==> config.mk <==
export PLATFORM = sky130hd
export DESIGN_NAME = nearest_block_reducer
export DESIGN_NICKNAME = d
export VERILOG_FILES = /design/src/rtl/nearest_block_reducer.sv
export SDC_FILE = /design/constraint.sdc
export NUM_CORES = 1
export LEC_CHECK = 0
export ABC_AREA = 1
export CELL_PAD_IN_SITES_DETAIL_PLACEMENT = 0
export CELL_PAD_IN_SITES_GLOBAL_PLACEMENT = 2
export CORE_MARGIN = 2
export CORE_UTILIZATION = 30
export DETAILED_ROUTE_END_ITERATION = 10
export HOLD_SLACK_MARGIN = 0.02
export PLACE_DENSITY = 0.84
export SLEW_MARGIN = 30
export SYNTH_ARGS = -nofsm -noshare
export SYNTH_HDL_FRONTEND = slang
export SYNTH_SLANG_ARGS = --single-unit
==> constraint.sdc <==
create_clock -name clk_in -period 5.7 [get_ports clk_in]
set_clock_uncertainty 0.05 [all_clocks]
set_input_delay 1.14 -clock clk_in [delete_from_list [all_inputs] [get_ports clk_in]]
set_output_delay 1.14 -clock clk_in [all_outputs]
set_load 0.005 [all_outputs]
==> src/rtl/nearest_block_reducer.sv <==
// Nearest-block reducer: collapses the per-(pixel, block) intersection beats
// into one result per pixel. The result is the qualifying hit with the
// smallest positive t, and the lower block index wins on equal t.
//
// Ports:
//   clk_in, rst_in             clock, synchronous active-high reset
//   x_in, y_in                 pixel coordinates of the current beat
//   ray_x_in/_y_in/_z_in       ray direction (IEEE-754 single)
//   block_index_in             block index of the current beat
//   intersect_in, t_in         hit flag and hit distance of the current beat
//   valid_in                   beat qualifier (gaps allowed)
//   x_out, y_out, ray_out_*    pixel and ray of the reduced result
//   block_index_out            nearest hit block or NO_HIT_INDEX
//   hit_out, best_t_out        any-hit flag, nearest t (+inf when no hit)
//   valid_out                  one-cycle pulse per completed pixel
//   seq_error_out              one-cycle pulse on a beat-order violation
module nearest_block_reducer #(
  parameter int unsigned NUM_BLOCKS   = 13,
  parameter logic [3:0]  NO_HIT_INDEX = 4'd15
) (
  input  logic        clk_in,
  input  logic        rst_in,
  input  logic [10:0] x_in,
  input  logic [9:0]  y_in,
  input  logic [31:0] ray_x_in,
  input  logic [31:0] ray_y_in,
  input  logic [31:0] ray_z_in,
  input  logic [3:0]  block_index_in,
  input  logic        intersect_in,
  input  logic [31:0] t_in,
  input  logic        valid_in,
  output logic [10:0] x_out,
  output logic [9:0]  y_out,
  output logic [31:0] ray_out_x,
  output logic [31:0] ray_out_y,
  output logic [31:0] ray_out_z,
  output logic [3:0]  block_index_out,
  output logic        hit_out,
  output logic [31:0] best_t_out,
  output logic        valid_out,
  output logic        seq_error_out
);

  localparam int unsigned IDX_W = 4;
  localparam int unsigned X_W   = 11;
  localparam int unsigned Y_W   = 10;
  localparam int unsigned F_W   = 32;
  localparam int unsigned MAG_W = 31;

  localparam logic [IDX_W-1:0] LAST_IDX = IDX_W'(NUM_BLOCKS - 1);
  // +inf magnitude; any qualifying t is strictly smaller than this.
  localparam logic [MAG_W-1:0] INF_MAG  = 31'h7F80_0000;

  typedef enum logic {
    IDLE  = 1'b0,
    ACCUM = 1'b1
  } state_t;

  state_t             state_q, state_n;
  logic [IDX_W-1:0]   expected_q, expected_n;

  // Running best of the pixel being accumulated
  logic               acc_hit_q, acc_hit_n;
  logic [IDX_W-1:0]   acc_idx_q, acc_idx_n;
  logic [MAG_W-1:0]   acc_t_q, acc_t_n;

  // Pixel context latched from the index-0 beat
  logic [X_W-1:0]     px_x_q, px_x_n;
  logic [Y_W-1:0]     px_y_q, px_y_n;
  logic [F_W-1:0]     px_rx_q, px_rx_n;
  logic [F_W-1:0]     px_ry_q, px_ry_n;
  logic [F_W-1:0]     px_rz_q, px_rz_n;

  // Next values of the registered outputs
  logic [X_W-1:0]     x_n;
  logic [Y_W-1:0]     y_n;
  logic [F_W-1:0]     rx_n, ry_n, rz_n;
  logic [IDX_W-1:0]   idx_out_n;
  logic               hit_n;
  logic [F_W-1:0]     t_out_n;
  logic               valid_n;
  logic               seq_err_n;

  // Per-beat decode
  logic               qual;
  logic               start;
  logic               advance;
  logic               upd;
  logic               base_hit;
  logic [IDX_W-1:0]   base_idx;
  logic [MAG_W-1:0]   base_t;
  logic               m_hit;
  logic [IDX_W-1:0]   m_idx;
  logic [MAG_W-1:0]   m_t;

  // Only positive, non-zero, finite t can be a hit
  assign qual = valid_in && intersect_in && !t_in[31] &&
                (t_in[MAG_W-1:0] != '0) && (t_in[30:23] != 8'hFF);

  // State and datapath registers
  always_ff @(posedge clk_in) begin
    if (rst_in) begin
      state_q         <= IDLE;
      expected_q      <= '0;
      acc_hit_q       <= 1'b0;
      acc_idx_q       <= NO_HIT_INDEX;
      acc_t_q         <= INF_MAG;
      px_x_q          <= '0;
      px_y_q          <= '0;
      px_rx_q         <= '0;
      px_ry_q         <= '0;
      px_rz_q         <= '0;
      x_out           <= '0;
      y_out           <= '0;
      ray_out_x       <= '0;
      ray_out_y       <= '0;
      ray_out_z       <= '0;
      block_index_out <= NO_HIT_INDEX;
      hit_out         <= 1'b0;
      best_t_out      <= {1'b0, INF_MAG};
      valid_out       <= 1'b0;
      seq_error_out   <= 1'b0;
    end else begin
      state_q         <= state_n;
      expected_q      <= expected_n;
      acc_hit_q       <= acc_hit_n;
      acc_idx_q       <= acc_idx_n;
      acc_t_q         <= acc_t_n;
      px_x_q          <= px_x_n;
      px_y_q          <= px_y_n;
      px_rx_q         <= px_rx_n;
      px_ry_q         <= px_ry_n;
      px_rz_q         <= px_rz_n;
      x_out           <= x_n;
      y_out           <= y_n;
      ray_out_x       <= rx_n;
      ray_out_y       <= ry_n;
      ray_out_z       <= rz_n;
      block_index_out <= idx_out_n;
      hit_out         <= hit_n;
      best_t_out      <= t_out_n;
      valid_out       <= valid_n;
      seq_error_out   <= seq_err_n;
    end
  end

  // Next-state, accumulation and output logic
  always_comb begin
    state_n    = state_q;
    expected_n = expected_q;
    acc_hit_n  = acc_hit_q;
    acc_idx_n  = acc_idx_q;
    acc_t_n    = acc_t_q;
    px_x_n     = px_x_q;
    px_y_n     = px_y_q;
    px_rx_n    = px_rx_q;
    px_ry_n    = px_ry_q;
    px_rz_n    = px_rz_q;
    x_n        = x_out;
    y_n        = y_out;
    rx_n       = ray_out_x;
    ry_n       = ray_out_y;
    rz_n       = ray_out_z;
    idx_out_n  = block_index_out;
    hit_n      = hit_out;
    t_out_n    = best_t_out;
    valid_n    = 1'b0;
    seq_err_n  = 1'b0;
    start      = 1'b0;
    advance    = 1'b0;

    if (valid_in) begin
      case (state_q)
        IDLE: begin
          if (block_index_in == '0) start = 1'b1;
          else                      seq_err_n = 1'b1;
        end
        ACCUM: begin
          if (block_index_in == expected_q) begin
            advance = 1'b1;
          end else begin
            seq_err_n = 1'b1;
            // An out-of-order index 0 restarts a pixel in the same cycle
            if (block_index_in == '0) begin
              start = 1'b1;
            end else begin
              state_n    = IDLE;
              expected_n = '0;
            end
          end
        end
        default: begin
          state_n    = IDLE;
          expected_n = '0;
        end
      endcase
    end

    // A new pixel merges against the no-hit state, otherwise against the running best
    base_hit = start ? 1'b0 : acc_hit_q;
    base_idx = start ? NO_HIT_INDEX : acc_idx_q;
    base_t   = start ? INF_MAG : acc_t_q;
    // Strict less-than keeps the earlier (lower) index on ties
    upd      = qual && (t_in[MAG_W-1:0] < base_t);
    m_hit    = upd ? 1'b1 : base_hit;
    m_idx    = upd ? block_index_in : base_idx;
    m_t      = upd ? t_in[MAG_W-1:0] : base_t;

    if (start) begin
      px_x_n  = x_in;
      px_y_n  = y_in;
      px_rx_n = ray_x_in;
      px_ry_n = ray_y_in;
      px_rz_n = ray_z_in;
    end

    if (start || advance) begin
      if (block_index_in == LAST_IDX) begin
        x_n        = px_x_n;
        y_n        = px_y_n;
        rx_n       = px_rx_n;
        ry_n       = px_ry_n;
        rz_n       = px_rz_n;
        idx_out_n  = m_idx;
        hit_n      = m_hit;
        t_out_n    = {1'b0, m_t};
        valid_n    = 1'b1;
        state_n    = IDLE;
        expected_n = '0;
      end else begin
        acc_hit_n  = m_hit;
        acc_idx_n  = m_idx;
        acc_t_n    = m_t;
        expected_n = block_index_in + IDX_W'(1);
        state_n    = ACCUM;
      end
    end
  end

endmodule

==> results of run 1 <==
-- path summary, 6_finish.rpt --
path	from	end	slack, ns	cells past startpoint
worst max register to register	expected_q[1]	block_index_out[2]	2.32	21
worst max-delay path	block_index_in[0]	block_index_out[2]	1.31	18
worst min register to register	acc_idx_q[1]	acc_idx_q[1]	0.42	2
worst min-delay path	acc_idx_q[1]	acc_idx_q[1]	0.42	2
-- registers in the layout, indices dropped and copies added (netlist names), 10 cells and up --
signal,cells
ray_out_y,32
px_rz_q,32
x_out,11
ray_out_z,32
acc_t_q,31
y_out,10
px_ry_q,32
best_t_out,31
px_x_q,11
px_y_q,10
ray_out_x,32
px_rx_q,32
-- layer usage --
| metal | vias up | GRT usage (%) |
|---|---|---|
| met5 | - | 0 |
| met4 | 12 | 5.62 |
| met3 | 65 | 7.15 |
| met2 | 272 | 26.9 |
| met1 | 5092 | 20.2 |
| li1 | 5652 | - |
-- report_power, final --
group / leakage, nW / total (mW) / switching [mW] / internal, mW
clock: 0.596 / 2.36 / 0.944 / 1.42
sequential: 2.53 / 2.21 / 0.00555 / 2.21
combinational: 4.30 / 0.284 / 0.138 / 0.146
-- cell type report --
class | count | area (um^2)
Clock inverter | 8 | 71.3
Timing Repair Buffer | 324 | 3260
Sequential cell | 313 | 6270
Inverter | 112 | 427
Antenna cell | 3 | 7.51
Multi-Input combinational cell | 1051 | 5560
Tap cell | 539 | 674
Fill cell | 4240 | 24400
Clock buffer | 58 | 1140
-- layout by cell type, fill, tap and decap left out, types with 25 or more instances in the layout --
master / synthesis / routed
clkdlybuf4s50_1: 0 / 310
ha_1: 32 / 32
clkbuf_16: 0 / 39
inv_1: 106 / 106
a21oi_1: 185 / 185
o21a_1: 25 / 25
nand3_1: 109 / 109
dfxtp_1: 313 / 313
mux2i_1: 117 / 117
nand2_1: 149 / 148
nor2_1: 394 / 393
-- tightest hold or removal path, stage by stage, from the launching register on --
cell     delay, ns
dfxtp_1       0.32
a21oi_1       0.06
nand2_1       0.05
-- kinds of logic (layout without fill, tap and decap cells) --
group / Yosys count / after routing / share of synthesized area [%]
xor gates and xnor gates: 2 / 2 / 0.138
adders and majority gates: 32 / 32 / 3.16
and+or+nand+nor: 677 / 677 / 21.8
buffers and inverters: 212 / 502 / 6.78
AOI/OAI and AO/OA: 222 / 222 / 9.47
DFF: 313 / 313 / 49.4
other: 1 / 4 / 0.0296
muxes: 117 / 117 / 9.24
==> out/qor.yml, run 1 <==
synthToLayoutAreaGrowth_pct: 37.3
p_per_area_nw_per_um2: 279
cts_max_level: 2
grt.total_usage_pct: 16.7
outcome: "finished clean"
syn_area_um2: 12700
dr_wl_met2_um: 16300
final_cells: 2408
clk_pin_slew_worst_paths_ns: 0.05
path_cells: "clkdlybuf4s50_1 > inv_1 > ha_1 > nand3_1 > nor2_1 > nand2_4 > inv_2 > nor2_1 > ha_1 > nand4_1 > or3_1 > nor4_1 > buf_4 > nand2_4 > nand2_4 > nand2_1 > nand3_1 > nand2_1"
die_w_um: 210
slew_headroom_pct: 32.9
p_total_mw: 4.85
ys_seq_area_share_pct: 49.4
clk_latency_ns: 0.55
core_area_um2: 41900
drc: 0
wire_per_inst_um: 15.3
die_h_um: 210
rsz0062_at_grt: "no"
cts_resized: 0
num_rows: 75
pre_cts_ws_ns: 0.703
cts_tree: "yes"
crit_fanout: 37
final_util_pct: 41.6
clockBufferDepth: 3
grt_remaining_overflow: 0
fin_crit_sh_pct: 77.1
synth.avg_cell_area_um2: 8.04
grt_antenna_before_repair: 8
wl_met1_um: 16100
synth_area_leaders: "dfxtp_1 (49%), nor2_1 (12%), mux2i_1 (9.2%)"
cp.required_ns: 6.07
ys_async_sr_fraction_pct: 0
synth_commonest_cells: "nor2_1 (394), dfxtp_1 (313), a21oi_1 (185)"
max_stage_delay_ns: 0.47
drt_wl_total_um: 37000
worst-path-buf-inv: 4
grt_start_max_net_pins: 199
path_delay_family: "simple AND/OR/NAND/NOR gates"
top_layer_used: "met5"
ys_ff_latch: 313
synth_cell_type_count: 34
finalNetCount: 2029
tns_ns: 0
ios: 313
power.leakage_nw: 7.42
synth-main-ff-cell: "dfxtp_1"
cp.arrival_ns: 4.76
synth_top_area_cell: "dfxtp_1"
dr_wl_met3_um: 3580
setup_viol: 0
fin_hold_ws_ns: 0.416
period_minus_slack_ns: 4.39
placement.io_buffers: 311
path_class: "in -> reg"
dp.cells: 2339
crit_top_cell: "nand2_4"
grt_pass1_wl_um: 58800
numClockSinks: 313
slowest_stage: "clkdlybuf4s50_1"
tightest_slew_ns: 1.01
fmax_mhz: 228
vias_per_cell: 4.61
post-route-cell-area_um2: 17400
worstSetupStartpointType: "input port"
ir_worst_vdd_mv: 0.183
cts_setup_buffers: 0
die_area_um2: 43900
place_congestion: 0.800
antenna_left: 0
slew_viol_final: 0
yosysTopAreaCellShare_pct: 49.4
hold_class: "reg -> reg"
cts_hold_buf: 0
finalHoldViolations: 0
initial_core_util_pct: 30.3
placed_cell_area_um2: 16200
fin_ws_ns: 1.31
synth_edf_count: 0
drt_iter0_drc: 561
drive_gt1_share_pct: 4.45
synth_warnings: 0
cts_buffers: 38
place_hpwl_um: 24300
yosysMostFrequentCell: "nor2_1"
dr.pass1.iters: 5
maxCapViolCount: 0
syn_inst: 1576
grt_pass1_vias: 10900
cts_root_buf: "clkbuf_16"
vias: 11100
cp-end-kind: "flop"
synth_nets: 1765
(Power assumes the default switching activity.)
==> inputs of run 2 (changes only) <==
Settings changed: CORE_UTILIZATION 30 to 28, PLACE_DENSITY 0.84 to 0.79.
Clock period 5.7 ns to 4.1 ns, I/O delays scaled along.
==> out/qor.yml, run 2 (synthesized netlist as in run 1, its figures left out) <==
cts_setup_buffers: 0  # unchanged
crit_fanout: 18  # was 37
clk_pin_slew_worst_paths_ns: 0.05  # about the same
num_rows: 77  # was 75
worstSetupStartpointType: "input port"  # unchanged
clk_latency_ns: 0.56  # was 0.55 ns
cts_hold_buf: 0  # unchanged
diodes: 0  # was 3
min-delay-start: "block_index_out[2]"  # was acc_idx_q[1]
drive_gt1_share_pct: 6.06  # was 4.45%
maxCapViolCount: 0  # unchanged
cp-end-kind: "flop"  # unchanged
vias_per_cell: 4.48  # was 4.61
hold_class: "reg -> reg"  # unchanged
grt.total_usage_pct: 16.2  # was 16.7%
antenna_left: 0  # unchanged
die_w_um: 217  # was 210 um
wire_per_inst_um: 15.4  # was 15.3 um
cts_tree: "yes"  # unchanged
dr.pass1.iters: 5  # unchanged
fin_ws_ns: 0.419  # was 1.31 ns
grt_pass1_vias: 11000  # was 10,900
ir_worst_vdd_mv: 0.284  # was 0.183 mV
ios: 313  # unchanged
layout_common_cells: "nor2_1 (393), dfxtp_1 (313), clkdlybuf4s50_1 (310), a21oi_1 (185), nand2_1 (148)"  # unchanged
layout_commonest_cell: "nor2_1"  # unchanged
drc: 0  # unchanged
grt_start_max_net_pins: 121  # was 199
post-route-cell-area_um2: 17800  # was 17,400 um^2
path_cells: "clkdlybuf4s50_1 > inv_2 > ha_1 > nand3_1 > nor2_1 > nand2_4 > inv_2 > nor2_1 > ha_1 > a21oi_1 > nand2_1 > nand2_1 > o211ai_1 > a21oi_1 > o31ai_1 > nor2_2 > buf_4 > nand3_1 > nand3_1 > nand2_1 > inv_1"  # was clkdlybuf4s50_1 > inv_1 > ha_1 > nand3_1 > nor2_1 > nand2_4 > inv_2 > nor2_1 > ha_1 > nand4_1 > or3_1 > nor4_1 > buf_4 > nand2_4 > nand2_4 > nand2_1 > nand3_1 > nand2_1
drt_wl_total_um: 38400  # was 37,000 um
setup_viol: 0  # unchanged
grt_pass1_wl_um: 60600  # was 58,800 um
tightest_slew_ns: 0.937  # was 1.01 ns
slew_viol_final: 0  # unchanged
pre_cts_ws_ns: -0.124  # was 0.703 ns
ff2ff_setup_slack_ns: 0.99  # was 2.32 ns
placed_cell_area_um2: 16600  # was 16,200 um^2
slew_headroom_pct: 37.5  # was 32.9%
power.leakage_nw: 7.62  # was 7.42 nW
finalNetCount: 2060  # was 2,029
initial_core_util_pct: 28.5  # was 30.3%
worstRegToRegCells: 21  # unchanged
holdPathEnd: "block_index_out[2]"  # was acc_idx_q[1]
hold_depth: 2  # unchanged
place_hpwl_um: 26000  # was 24,300 um
reg2reg_from: "expected_q[1]"  # unchanged
die_h_um: 217  # was 210 um
cts_resized: 0  # unchanged
numClockSinks: 313  # unchanged
finalHoldViolations: 0  # unchanged
placement.io_buffers: 311  # unchanged
grt_remaining_overflow: 0  # unchanged
drt_iter0_drc: 508  # was 561
outcome: "finished clean"  # unchanged
final_cells: 2490  # was 2,408
tns_ns: 0  # unchanged
path_class: "in -> reg"  # unchanged
core_area_um2: 44400  # was 41,900 um^2
cts_buffers: 38  # unchanged
cp.arrival_ns: 4.13  # was 4.76 ns
cts_root_buf: "clkbuf_16"  # unchanged
period_minus_slack_ns: 3.68
die_area_um2: 47000  # was 43,900 um^2
nFillCells: 4520  # was 4,240
rsz0062_at_grt: "no"  # unchanged
cts_max_level: 2  # unchanged
vias: 11200  # was 11,100
slowest_stage: "clkdlybuf4s50_1"  # unchanged
cp.required_ns: 4.55  # was 6.07 ns
grt_antenna_before_repair: 5  # was 8
place_congestion: 0.839  # was 0.800
fmax_mhz: 272
synthToLayoutAreaGrowth_pct: 40.6  # was 37.3%
p_per_area_nw_per_um2: 384  # was 279 nW/um^2
fin_crit_sh_pct: 89.8
dp.cells: 2423  # was 2,339
clockBufferDepth: 3  # unchanged
r2r_end: "best_t_out[5]"  # was block_index_out[2]
max_stage_delay_ns: 0.48  # was 0.47 ns
==> run 2: cell types whose count changed in the layout (fill, tap and decap cells not counted) <==
| cell | previous run | this run |
|---|---|---|
| clkbuf_8 | 10 | 9 |
| buf_12 | 4 | 10 |
| clkbuf_16 | 39 | 38 |
| clkinv_16 | 0 | 1 |
| diode_2 | 3 | 0 |
| inv_16 | 0 | 1 |
| bufinv_16 | 1 | 2 |
| clkinv_1 | 0 | 1 |
| buf_4 | 9 | 34 |
| clkinvlp_4 | 1 | 0 |
| clkbuf_1 | 10 | 9 |
| clkinv_4 | 0 | 1 |
==> run 2: area by class of cell <==
cell class / count / area (um^2) / share of cell area (%)
clock buffer: 55 / 1090 / 6.14
sequential: 313 / 6270 / 35.2
clock inverter: 12 / 158 / 0.885
tap: 592 / 741 / 4.16
multi-input combinational: 1051 / 5560 / 31.2
timing repair buffer: 355 / 3570 / 20.0
inverter: 112 / 425 / 2.39
==> run 2: critical path, delay by kind of cell <==
family,cells,cell delay (ns)
adder cells (fa/ha/maj),2,0.47
AO/OA/AOI/OAI,4,0.61
AND/OR/NAND/NOR,10,1.12
buffers and inverters,5,1.10
==> run 2: stage by stage <==
stage / utilization [%] / power (mW) / hold slack [ns]
after floorplan: - / 3.32 / 0.391
after global placement: 37.3 / 3.56 / 0.400
after detailed placement: 37.3 / 3.56 / 0.404
after CTS: 40.1 / 6.98 / 0.417
after global routing: 40.1 / 7.13 / 0.443
final: 40.1 / 6.85 / 0.412
==> run 2: worst max-delay path by stage <==
stage,from,end,slack [ns],cells past startpoint
after global routing,block_index_in[1],best_t_out[7],0.12,21
after detailed placement,block_index_in[1],best_t_out[2],-0.12,21
after CTS,block_index_in[1],best_t_out[5],0.44,21
after floorplan,block_index_in[0],best_t_out[25],0.27,19
final,block_index_in[1],best_t_out[5],0.42,21
after global placement,block_index_in[1],acc_t_q[8],-0.08,21
==> run 2: power breakdown <==
part           leakage, nW  internal (mW)  switching (mW)  total (mW)
clock                0.618           2.00            1.36        3.35
sequential            2.53           3.07         0.00750        3.07
combinational         4.48          0.218           0.199       0.417
==> run 2: metal layers <==
layer	GRT usage (%)	vias to the layer above	wire (um)	part of all wire, %
li1	-	5694	-	-
met1	19.4	5125	16300	42
met2	25.8	267	17200	45
met3	7.78	57	4120	11
met4	4.68	8	708	1.8
met5	0	-	56	0.15
